--- src/rtl/branch_pkg.sv ---
// Shared opcodes and FSM state encoding for early branch resolution.
package branch_pkg;
  localparam logic [5:0] OPC_BEQ = 6'b000100;
  localparam logic [5:0] OPC_BNE = 6'b000101;

  typedef enum logic [1:0] {
    IDLE     = 2'd0,
    WAIT     = 2'd1,
    REDIRECT = 2'd2
  } brc_state_t;
endpackage

--- src/rtl/branch_eq_cmp.sv ---
// Purpose: full-width operand equality for ID-stage branch resolution.
// Latency: combinational, zero cycles.
// Backpressure: none; pure function of its inputs.
module branch_eq_cmp #(
  parameter int DATA_W = 32
) (
  input  logic [DATA_W-1:0] a,
  input  logic [DATA_W-1:0] b,
  output logic              eq
);
  assign eq = (a == b);
endmodule

--- src/rtl/branch_resolve_ctrl.sv ---
// Purpose: resolves BEQ/BNE in ID, stalls on in-flight operands, redirects PC on taken.
// Latency: redirect one cycle after resolve; optional counters enabled by BRANCH_STATS_EN.
// Backpressure: stall holds PC and IF/ID while EX ALU or EX/MEM load results are pending.
module branch_resolve_ctrl
  import branch_pkg::*;
#(
  parameter int DATA_W = 32,
  parameter int ADDR_W = 32,
  parameter int REG_W  = 5,
  parameter int STAT_W = 32
) (
  input  logic              clk,
  input  logic              rst_n,
  input  logic              id_valid,
  input  logic [5:0]        id_opcode,
  input  logic [REG_W-1:0]  id_rs,
  input  logic [REG_W-1:0]  id_rt,
  input  logic [DATA_W-1:0] id_data_a,
  input  logic [DATA_W-1:0] id_data_b,
  input  logic [ADDR_W-1:0] id_target,
  input  logic              ex_reg_write,
  input  logic              ex_mem_read,
  input  logic [REG_W-1:0]  ex_rd,
  input  logic              mem_mem_read,
  input  logic [REG_W-1:0]  mem_rd,
  output logic              stall,
  output logic              pc_sel,
  output logic [ADDR_W-1:0] pc_target,
  output logic              flush_ifid
`ifdef BRANCH_STATS_EN
  ,
  output logic [STAT_W-1:0] stat_branches,
  output logic [STAT_W-1:0] stat_taken,
  output logic [STAT_W-1:0] stat_stall_cyc
`endif
);

  brc_state_t state, state_nxt;

  logic is_beq, is_bne, is_br, eq, taken;
  logic ex_hit, mem_hit, hazard;
  logic stall_c, pc_sel_c, flush_c, resolve;

  branch_eq_cmp #(.DATA_W(DATA_W)) u_eq (
    .a  (id_data_a),
    .b  (id_data_b),
    .eq (eq)
  );

  assign is_beq = id_valid && (id_opcode == OPC_BEQ);
  assign is_bne = id_valid && (id_opcode == OPC_BNE);
  assign is_br  = is_beq || is_bne;
  assign taken  = (is_beq && eq) || (is_bne && !eq);

  // A load in EX also writes its rd, so either flag marks a pending producer.
  assign ex_hit  = (ex_reg_write || ex_mem_read) && (ex_rd != '0) &&
                   ((id_rs == ex_rd) || (id_rt == ex_rd));
  assign mem_hit = mem_mem_read && (mem_rd != '0) &&
                   ((id_rs == mem_rd) || (id_rt == mem_rd));
  assign hazard  = ex_hit || mem_hit;

  always_ff @(posedge clk or negedge rst_n) begin
    if (!rst_n) begin
      state <= IDLE;
    end else begin
      state <= state_nxt;
    end
  end

  always_comb begin
    state_nxt = state;
    stall_c   = 1'b0;
    pc_sel_c  = 1'b0;
    flush_c   = 1'b0;
    resolve   = 1'b0;
    case (state)
      IDLE, WAIT: begin
        // WAIT resolves like IDLE; a killed or vanished branch simply falls back to IDLE.
        state_nxt = IDLE;
        if (is_br && hazard) begin
          stall_c   = 1'b1;
          state_nxt = WAIT;
        end else if (is_br) begin
          resolve = 1'b1;
          if (taken) state_nxt = REDIRECT;
        end
      end
      REDIRECT: begin
        pc_sel_c  = 1'b1;
        flush_c   = 1'b1;
        state_nxt = IDLE;
      end
      default: state_nxt = IDLE;
    endcase
  end

  // Gating by rst_n keeps the hazard-driven stall quiet while reset is asserted.
  assign stall      = stall_c  && rst_n;
  assign pc_sel     = pc_sel_c && rst_n;
  assign flush_ifid = flush_c  && rst_n;

  always_ff @(posedge clk or negedge rst_n) begin
    if (!rst_n) begin
      pc_target <= '0;
    end else if (resolve && taken) begin
      pc_target <= id_target;
    end
  end

`ifdef BRANCH_STATS_EN
  always_ff @(posedge clk or negedge rst_n) begin
    if (!rst_n) begin
      stat_branches  <= '0;
      stat_taken     <= '0;
      stat_stall_cyc <= '0;
    end else begin
      if (resolve)          stat_branches  <= stat_branches + 1'b1;
      if (resolve && taken) stat_taken     <= stat_taken + 1'b1;
      if (stall_c)          stat_stall_cyc <= stat_stall_cyc + 1'b1;
    end
  end
`endif

endmodule

--- config.mk ---
export PLATFORM = sky130hd
export DESIGN_NAME = branch_resolve_ctrl
export DESIGN_NICKNAME = d
export VERILOG_FILES = /design/src/rtl/branch_pkg.sv /design/src/rtl/branch_eq_cmp.sv /design/src/rtl/branch_resolve_ctrl.sv
export SDC_FILE = /design/constraint.sdc
export NUM_CORES = 1
export LEC_CHECK = 0
export CAP_MARGIN = 20
export CORE_AREA = 3 3 84 86
export DETAILED_ROUTE_END_ITERATION = 10
export DIE_AREA = 0 0 87 89
export GPL_ROUTABILITY_DRIVEN = 0
export PLACE_DENSITY = 0.78
export SYNTH_ARGS = -nofsm -noshare
export SYNTH_HDL_FRONTEND = slang
export SYNTH_SLANG_ARGS = --single-unit
--- constraint.sdc ---
create_clock -name clk -period 3.95 [get_ports clk]
set_input_delay 1.185 -clock clk [delete_from_list [all_inputs] [get_ports clk]]
set_output_delay 1.185 -clock clk [all_outputs]
set_load 0.1 [all_outputs]
# Word-level counts from Yosys, hierarchy flattened
# Cells that the tools add are included.
[word_totals]
ff_bits = 34
latchBits = 0
ramBits = 0
romBits = 0
in_bits = 128
output_inout_bits = 35
wordCells = 44
n_memories = 0
[op_classes]
n_addsub = 0
n_mul = 0
n_div = 0
n_lt_le_gt_ge = 0
eq_ne = 9
n_shift = 0
muxes = 10
bitwise = 0
reduce_logical = 23
[ops]
columns = ["cell", "n"]
rows = [
  ["$eq 32x32->1", 1],
  ["$eq 5x5->1", 4],
  ["$eq 6x3->1 const B", 2],
  ["$logic_and 1x1->1", 12],
  ["$reduce_bool 5->1", 2],
  ["$mux 2", 4],
  ["$logic_or 1x1->1", 6],
  ["$mux 1", 6],
  ["$eq 2x1->1 const B", 1],
  ["$eq 2x2->1 const B", 1],
  ["$logic_not 2->1", 1],
  ["$reduce_or 2->1", 1],
  ["$logic_not 1->1", 1],
]

# Logic depth before layout (Yosys ltp)
[logic_depth]
depth_word = 8
depth_mapped = 7
ltp_nobuf = 6

# Modules after synthesis
# From an unflattened synthesis, not the netlist that was laid out.
[hier_totals]
cells_unflattened = 158
area_unflattened_um2 = 1938.1
[by_module_without_submodules]
columns = ["mod", "instances", "cells_per_inst", "area_per_inst_um2", "seq_area_each_um2"]
rows = [
  ["branch_resolve_ctrl", 1, 115, 1591.5, 850.8],
  ["branch_eq_cmp", 1, 43, 346.6, 0.0],
]

# Worst setup path before layout
# Ideal clock, no wire load.
[synth_timing]
path_kind = "in2out"
from = "input port ex_rd[3]"
to = "output port stall"
arrival_ps = 3055
required_time_ps = 2765
path_slack_ps = -290
path_stages = 6
n_path_buf = 0
path_cell_list = "xor2_1 > nor3_1 > a22oi_1 > o32ai_1 > nor2b_1 > and2_1"
[synth_between]
elab_chain_len = 8
word_cells_on_any_way = 11
classes_between = "eq/ne: 2; mux: 2; reduce/logical: 7"
[synth_lines]
columns = ["item", "line", "text"]
rows = [
  ["start, declared", "branch_resolve_ctrl.sv:23", "input logic [REG_W-1:0] ex_rd,"],
  ["$eq 5x5->1 or $reduce_bool 5->1 (tied branches)", "branch_resolve_ctrl.sv:57, branch_resolve_ctrl.sv:56", ""],
  ["$logic_or 1x1->1 or $logic_and 1x1->1 (tied branches)", "branch_resolve_ctrl.sv:57, branch_resolve_ctrl.sv:56", ""],
  ["$logic_and 1x1->1 (*)", "branch_resolve_ctrl.sv:56", "assign ex_hit = (ex_reg_write || ex_mem_read) && (ex_rd != '0) &&"],
  ["$logic_or 1x1->1 (*)", "branch_resolve_ctrl.sv:60", "assign hazard = ex_hit || mem_hit;"],
  ["$logic_and 1x1->1 (*)", "branch_resolve_ctrl.sv:80", "if (is_br && hazard) begin"],
  ["$mux 1 (*)", "branch_resolve_ctrl.sv:80", ""],
  ["$mux 1 (*)", "branch_resolve_ctrl.sv:76", "case (state)"],
  ["$logic_and 1x1->1 (*)", "branch_resolve_ctrl.sv:98", "assign stall = stall_c && rst_n;"],
  ["end, declared", "branch_resolve_ctrl.sv:26", "output logic stall,"],
]
# Mark *: on every way between the ends. The rest lies on a longest branch, timed or not.

# Final worst setup path
[layout_timing]
from = "input port mem_rd[3]"
to = "output port stall"
[layout_between]
elab_chain_len = 8
word_cells_on_any_way = 11
classes_between = "eq/ne: 2; mux: 2; reduce/logical: 7"
[layout_lines]
columns = ["item", "line", "text"]
rows = [
  ["start, declared", "branch_resolve_ctrl.sv:25", "input logic [REG_W-1:0] mem_rd,"],
  ["$eq 5x5->1 or $reduce_bool 5->1 (tied branches)", "branch_resolve_ctrl.sv:59, branch_resolve_ctrl.sv:58", ""],
  ["$logic_or 1x1->1 or $logic_and 1x1->1 (tied branches)", "branch_resolve_ctrl.sv:59, branch_resolve_ctrl.sv:58", ""],
  ["$logic_and 1x1->1 (*)", "branch_resolve_ctrl.sv:58", "assign mem_hit = mem_mem_read && (mem_rd != '0) &&"],
  ["$logic_or 1x1->1 (*)", "branch_resolve_ctrl.sv:60", ""],
  ["$logic_and 1x1->1 (*)", "branch_resolve_ctrl.sv:80", ""],
  ["$mux 1 (*)", "branch_resolve_ctrl.sv:80", ""],
  ["$mux 1 (*)", "branch_resolve_ctrl.sv:76", ""],
  ["$logic_and 1x1->1 (*)", "branch_resolve_ctrl.sv:98", ""],
]
# Marked as above.

==> flow_summary.json <==
{
  "fmax_mhz": 258,
  "slowest_stage": "or4_4",
  "die_area_mm2": 0.00774,
  "yosys.area.top_type_share": 0.411,
  "layout_common_cells": "clkdlybuf4s50_1, xor2_1, dfrtp_1",
  "rsz0062_at_grt": "false",
  "clk_path_buf_depth": 2,
  "start_util": 0.326,
  "antenna_found_initial": 0,
  "overflow": 0,
  "worstPathMaxFanout": 3,
  "dp_hpwl_mm": 5.52,
  "ios": 163,
  "dr_total_vias": 1898,
  "p_leak_uw": 0.00171,
  "final_common_cell": "clkdlybuf4s50_1",
  "hold_viol_final": 0,
  "critical_path_buf_inv_count": 2,
  "cts_made_buffers": 5,
  "seq_area_frac_synth": 0.411,
  "grtUsageTotal": 0.157,
  "post-cts-setup-buffer-count": 0,
  "syn_inst": 159,
  "finalSetupViolations": 0,
  "synthArstFlopShare": 1.00,
  "reg2reg_slack_ns": 1.97,
  "synth_area_leaders": "dfrtp_1, xor2_1, mux2_4",
  "met2_length_mm": 3.45,
  "portBuffers": 162,
  "path_cells": "dlygate4sd2_1 > or4_4 > o21ai_2 > o32ai_2 > nor2b_2 > and2_4 > buf_12",
  "syn_area_per_cell_um2": 13.0,
  "synth_top_cell_by_area": "dfrtp_1",
  "worstPathArrival_ns": 2.70,
  "grt_pass1_vias": 2040,
  "area_growth_pct": 92.2,
  "max_stage_delay_ns": 0.53,
  "fin_nets": 467,
  "antenna_left": 0,
  "top_layer_used": "met4",
  "wl_per_cell_um": 15.2,
  "synth_fp_nets": 287,
  "num_rows": 29,
  "fin_crit_sh": 0.983,
  "path_class": "primary input to output port",
  "synth_edf_count": 0,
  "final_cells": 417,
  "dp_cells": 409,
  "met1Wirelength_mm": 2.19,
  "holdCritPathClass": "flip-flop to flip-flop",
  "ys_warn_count": 0,
  "skew_ns": 0.00316,
  "drt_wl_total_mm": 6.34,
  "p_per_area_mw_per_mm2": 349,
  "insertion_delay_ns": 0.28,
  "worstHoldStart": "pc_target[26]$_DFFE_PN0P_",
  "clk_pin_slew_ns": 0.07,
  "drc": 0,
  "cp-end-kind": "output port",
  "worst_slew_pin_slew_ns": 0.989,
  "coreArea_mm2": 0.00635,
  "diodes": 0,
  "synth_area_mm2": 0.00207,
  "ir_worst_vdd_v": 0.000359,
  "design_area_mm2": 0.00398,
  "worst_r2r_startpoint": "state[1]$_DFF_PN0_",
  "cts_tree": "done",
  "dpl-instance-area_mm2": 0.00390,
  "relSlewSlack": 0.339,
  "status": "complete, no violations",
  "grt_pass1_wl_mm": 9.49,
  "ys_types": 24,
  "tns_ns": 0,
  "fillers": 533,
  "detailedRoute.firstIterationViolations": 32,
  "ys.flop_type": "dfrtp_1",
  "final_max_slew_viol_count": 0,
  "critPathTopFamily": "simple AND/OR/NAND/NOR gates",
  "vias_per_cell": 4.55,
  "clock-sinks": 34,
  "startpoint": "mem_rd[3]",
  "met3_wirelength_um": 611,
  "required_ns": 2.76,
  "die_height_um": 89,
  "drv_cap": 0,
  "drt_pass1_iterations": 4,
  "clk_root_buffer_cell": "clkbuf_8",
  "htree_levels": 2,
  "die_w_um": 87,
  "grt_max_degree": 35,
  "drive_above_1_share": 0.221,
  "fin_crit_ns": 3.88,
  "synth_seq_cells": 34,
  "start_kind": "primary input"
}
## cell families (layout without fill, tap and decap cells)
| group | count (synthesis) | count (layout) | share of synthesized area |
|---|---|---|---|
| AO/OA/AOI/OAI | 7 | 7 | 0.0308 |
| XOR/XNOR | 52 | 52 | 0.220 |
| buffers and inverters | 4 | 185 | 0.0200 |
| flip-flops | 34 | 34 | 0.411 |
| multiplexers | 32 | 32 | 0.229 |
| AND/OR/NAND/NOR | 30 | 30 | 0.0895 |
## timing repair
item,4_1_cts,5_1_grt
resized for setup,23,18
hold buffers,0,0
pin swaps,9,8
setup endpoints to repair,1,1
cloned,0,0
## worst reg2reg max path: cells and delay by family, from the launching register on
kind                   cells  cell delay (ns)
buffers and inverters      2             0.45
AND/OR/NAND/NOR            2             0.41
multiplexers               1             0.39
flip-flops                 1             0.38
AO/OA/AOI/OAI              1             0.24
## layer usage
layer | track usage | vias up
met5 | 0 | -
met4 | 0.0439 | 0
met3 | 0.0488 | 6
met2 | 0.295 | 106
met1 | 0.170 | 875
li1 | - | 911
## stage by stage
step                      hold slack [ns]  worst slack (ns)  utilization  power, uW
after floorplan                     0.594             0.123            -        868
after global placement              0.489            -0.226        0.614       1130
after detailed placement            0.495            -0.273        0.614       1140
after CTS                           0.512            0.0285        0.626       1400
after global routing                0.517           0.00235        0.626       1450
final                               0.508            0.0667        0.626       1390
## flip-flops by register name (all words and copies together) (netlist names)
register,flops
state,2
pc_target,32
## layout make-up
| class | count | area [um2] | area share |
|---|---|---|---|
| sequential | 34 | 851 | 0.214 |
| clock buffer | 7 | 86.3 | 0.0217 |
| tap | 77 | 96.3 | 0.0242 |
| timing repair buffer | 177 | 1730 | 0.435 |
| multi-input combinational | 121 | 1210 | 0.304 |
| clock inverter | 1 | 5.00 | 0.00126 |
## where the power goes
group | switching [uW] | internal [uW]
combinational | 440 | 268
sequential | 25.2 | 393
clock | 120 | 141
total | 585 | 802
## worst paths after layout
check / to / cells after the start
worst max-delay path: stall / 7
worst max register to register: pc_target[26]$_DFFE_PN0P_ / 6
min in group asynchronous: state[0]$_DFF_PN0_ / 2
max in group asynchronous: pc_target[2]$_DFFE_PN0P_ / 2
worst min-delay path: pc_target[26]$_DFFE_PN0P_ / 1
worst min register to register: pc_target[26]$_DFFE_PN0P_ / 1
## synth_stat cells (all sizes together) (2+ instances only)
| cell | number |
|---|---|
| buf | 4 |
| nor2 | 6 |
| dfrtp | 34 |
| a22oi | 2 |
| nor4 | 8 |
| or4 | 3 |
| nor3 | 5 |
| nand2 | 3 |
| xor2 | 52 |
| mux2 | 32 |
| a211oi | 2 |
No activity file was read; power rests on OpenSTA's default activity.
==> RTL change (same settings) <==
Register the input `id_target` before use, without a reset. The logic sees it one clock later. The other inputs are not delayed to match.
--- a/src/rtl/branch_resolve_ctrl.sv
+++ b/src/rtl/branch_resolve_ctrl.sv
@@ -34,6 +34,12 @@
   output logic [STAT_W-1:0] stat_stall_cyc
 `endif
 );
+
+  logic [ADDR_W-1:0] id_target_q;
+
+  always_ff @(posedge clk) begin
+    id_target_q <= id_target;
+  end
 
   brc_state_t state, state_nxt;
 
@@ -103,7 +109,7 @@
     if (!rst_n) begin
       pc_target <= '0;
     end else if (resolve && taken) begin
-      pc_target <= id_target;
+      pc_target <= id_target_q;
     end
   end
 
Behaviour: not the same (Yosys sat finds a counterexample within 4 cycles, from zero or initial values and one cycle with rst_n low).
==> RTL change against the unedited design <==
Design area increased by 19%; fmax increased by 0.44%; die area unchanged; critical path depth unchanged; area after synthesis increased by 31%; routed wire length increased by 14%; via count increased by 12%; power increased by 51%; synthesized cell count increased by 20%; setup slack improved by 0.017 ns; cell count increased by 10%; sequential cell count increased by 32; largest power group is now registers.
==> RTL change: results (changes against the unedited design) <==
The flow ran to the end, and the final reports show no timing, DRC or antenna violations. The met3 wire length came out at 539 microns (-12%). The number of buffers added on ports came out at 162 (unchanged). The arrival time reported for the critical path endpoint is 2.68 ns (-0.02 ns). The min-delay analysis places its worst path in the category reg -> reg. The delay of the slowest cell on the worst path is 0.53 ns (about the same). The largest clock skew in the final design is 0.0101 ns (+0.00690 ns). The most common flop cell mapped by yosys is sky130_fd_sc_hd__dfrtp_1. In the final layout, the registers with the most flip-flops are id_target_q x32, pc_target x32, state x2. The proportion of layout cells with a drive suffix above 1 is 0.251 (+0.0307).

The worst slack after detailed placement is -0.358 ns (-0.0849 ns). The detailed router used layers up to and including met4. Ranked by instance count, the synthesized netlist is headed by sky130_fd_sc_hd__xor2_1 (52), sky130_fd_sc_hd__dfrtp_1 (34), sky130_fd_sc_hd__dfxtp_1 (32), sky130_fd_sc_hd__mux2_4 (30). The async set-or-reset flop fraction in the synthesized netlist is 0.515 (-0.485). The number of vias after detailed routing is 2117 (+12%).

The cell leakage power was 2.06 nW (+20%). The detail-routed net length per standard cell was 15.7 microns (+2.9%). The number of distinct library cells after synthesis was 25 (+4.2%). The net count of the mapped netlist came out at 319 (+11%). Yosys attributes the largest share of cell area to sky130_fd_sc_hd__dfrtp_1 (31%), sky130_fd_sc_hd__dfxtp_1 (24%), sky130_fd_sc_hd__xor2_1 (17%), sky130_fd_sc_hd__mux2_4 (17%), sky130_fd_sc_hd__nor4_1 (1.4%).

The number of standard cells after synthesis came out at 191 (+20%). The mean number of vias per cell came out at 4.60 (+1.1%). The count of synthesis-stage warnings from yosys came out at 0 (unchanged).

The number of H-tree branching levels came out at 3 (+1). The number of max-slew violations in the final report came to 0 (unchanged). The clock latency reported for the late side of the worst-skew pair came out at 0.33 ns (+0.05 ns).

The transition time of the tightest slew-check pin came out at 0.995 ns (+0.00637 ns). The total track usage came out at 0.184 (+0.0272). The sequential fraction of the synthesis area is 0.550 (+0.139). The detailed-router iteration count before antenna repair is 4 (unchanged). The count of placed standard cells including taps is 443 (+8.3%). The largest net degree at the start of global routing came out at 33 (-5.7%). The buffer levels on the longest clock path came to 2 (unchanged). The buffer type at the clock tree root is sky130_fd_sc_hd__clkbuf_8.

The worst IR drop on VDD was 519 uV (+44%). The half-perimeter wire length after detailed placement came out at 5.94 mm (+7.6%). The standard cell with the maximum stage delay on the critical path is sky130_fd_sc_hd__or4_4. The met1 routed wirelength after detailed routing came out at 2.54 mm (+16%). The largest fanout of any net on the critical path is 2 (-1). The detailed route wirelength on metal2 came out at 4.00 mm (+16%).

The first-pass GRT wire length came out at 10.6 mm (+12%). The clock slew at the register clock pins of the worst setup and hold paths came to 0.07 ns (about the same). The DRC violation total after the first TritonRoute iteration came out at 51 (+59%). The net count reported at finish came out at 505 (+8.1%). The placement-stage cell area came out at 4530 sq um (+16%). The number of antenna violations at the first check in global routing is 0 (unchanged). The TritonCTS buffer count is 9 (+4). The number of global-route vias before repair came out at 2193 (+7.5%).
RTL change: report_power, final:
group	switching, mW	internal, mW	leakage (nW)	total, mW
sequential	0.0306	0.732	0.725	0.763
clock	0.258	0.373	0.109	0.632
combinational	0.433	0.262	1.23	0.695
RTL change: final timing paths:
kind	slack, ns	endpoint	from	cells after the start
worst max-delay path	0.08	stall	mem_rd[1]	7
worst min-delay path	0.46	pc_target[7]	id_target_q[7]	1
worst max register to register	1.96	pc_target[26]	state[1]	6
worst min register to register	0.46	pc_target[7]	id_target_q[7]	1
max in group asynchronous	2.70	pc_target[23]	rst_n	2
min in group asynchronous	0.65	pc_target[11]	rst_n	1
RTL change: timing repair:
action                                  CTS  global route
resized for setup                        26            21
endpoints found under the setup margin    1             1
pin swaps                                 9             5
buffers inserted                          0             0
hold endpoints to repair                  0             0
hold buffers                              0             0
RTL change: layout make-up:
cell class | instances | area (sq um)
Timing Repair Buffer | 179 | 1710
Fill cell | 460 | 1630
Sequential cell | 66 | 1490
Multi-Input combinational cell | 121 | 1200
Clock buffer | 10 | 138
Tap cell | 77 | 96.3
Clock inverter | 6 | 88.8
Antenna cell | 1 | 2.50
RTL change: cells by family after synthesis:
| logic type | share of synthesized area |
|---|---|
| buffers and inverters | 0.0152 |
| AOI/OAI and AO/OA | 0.0235 |
| DFF | 0.550 |
| xor gates and xnor gates | 0.168 |
| and+or+nand+nor | 0.0683 |
| muxes | 0.175 |
RTL change: worst max-delay path: cells and delay by family:
kind,cells,cell delay [ns]
buf+inv,2,0.41
compound gates,2,0.27
simple gates,3,0.81
RTL change: layer usage:
metal  global-route usage  vias up
met1                0.198      982
met2                0.341      101
met5                    0        -
li1                     -     1024
met3               0.0535       10
met4               0.0708        0
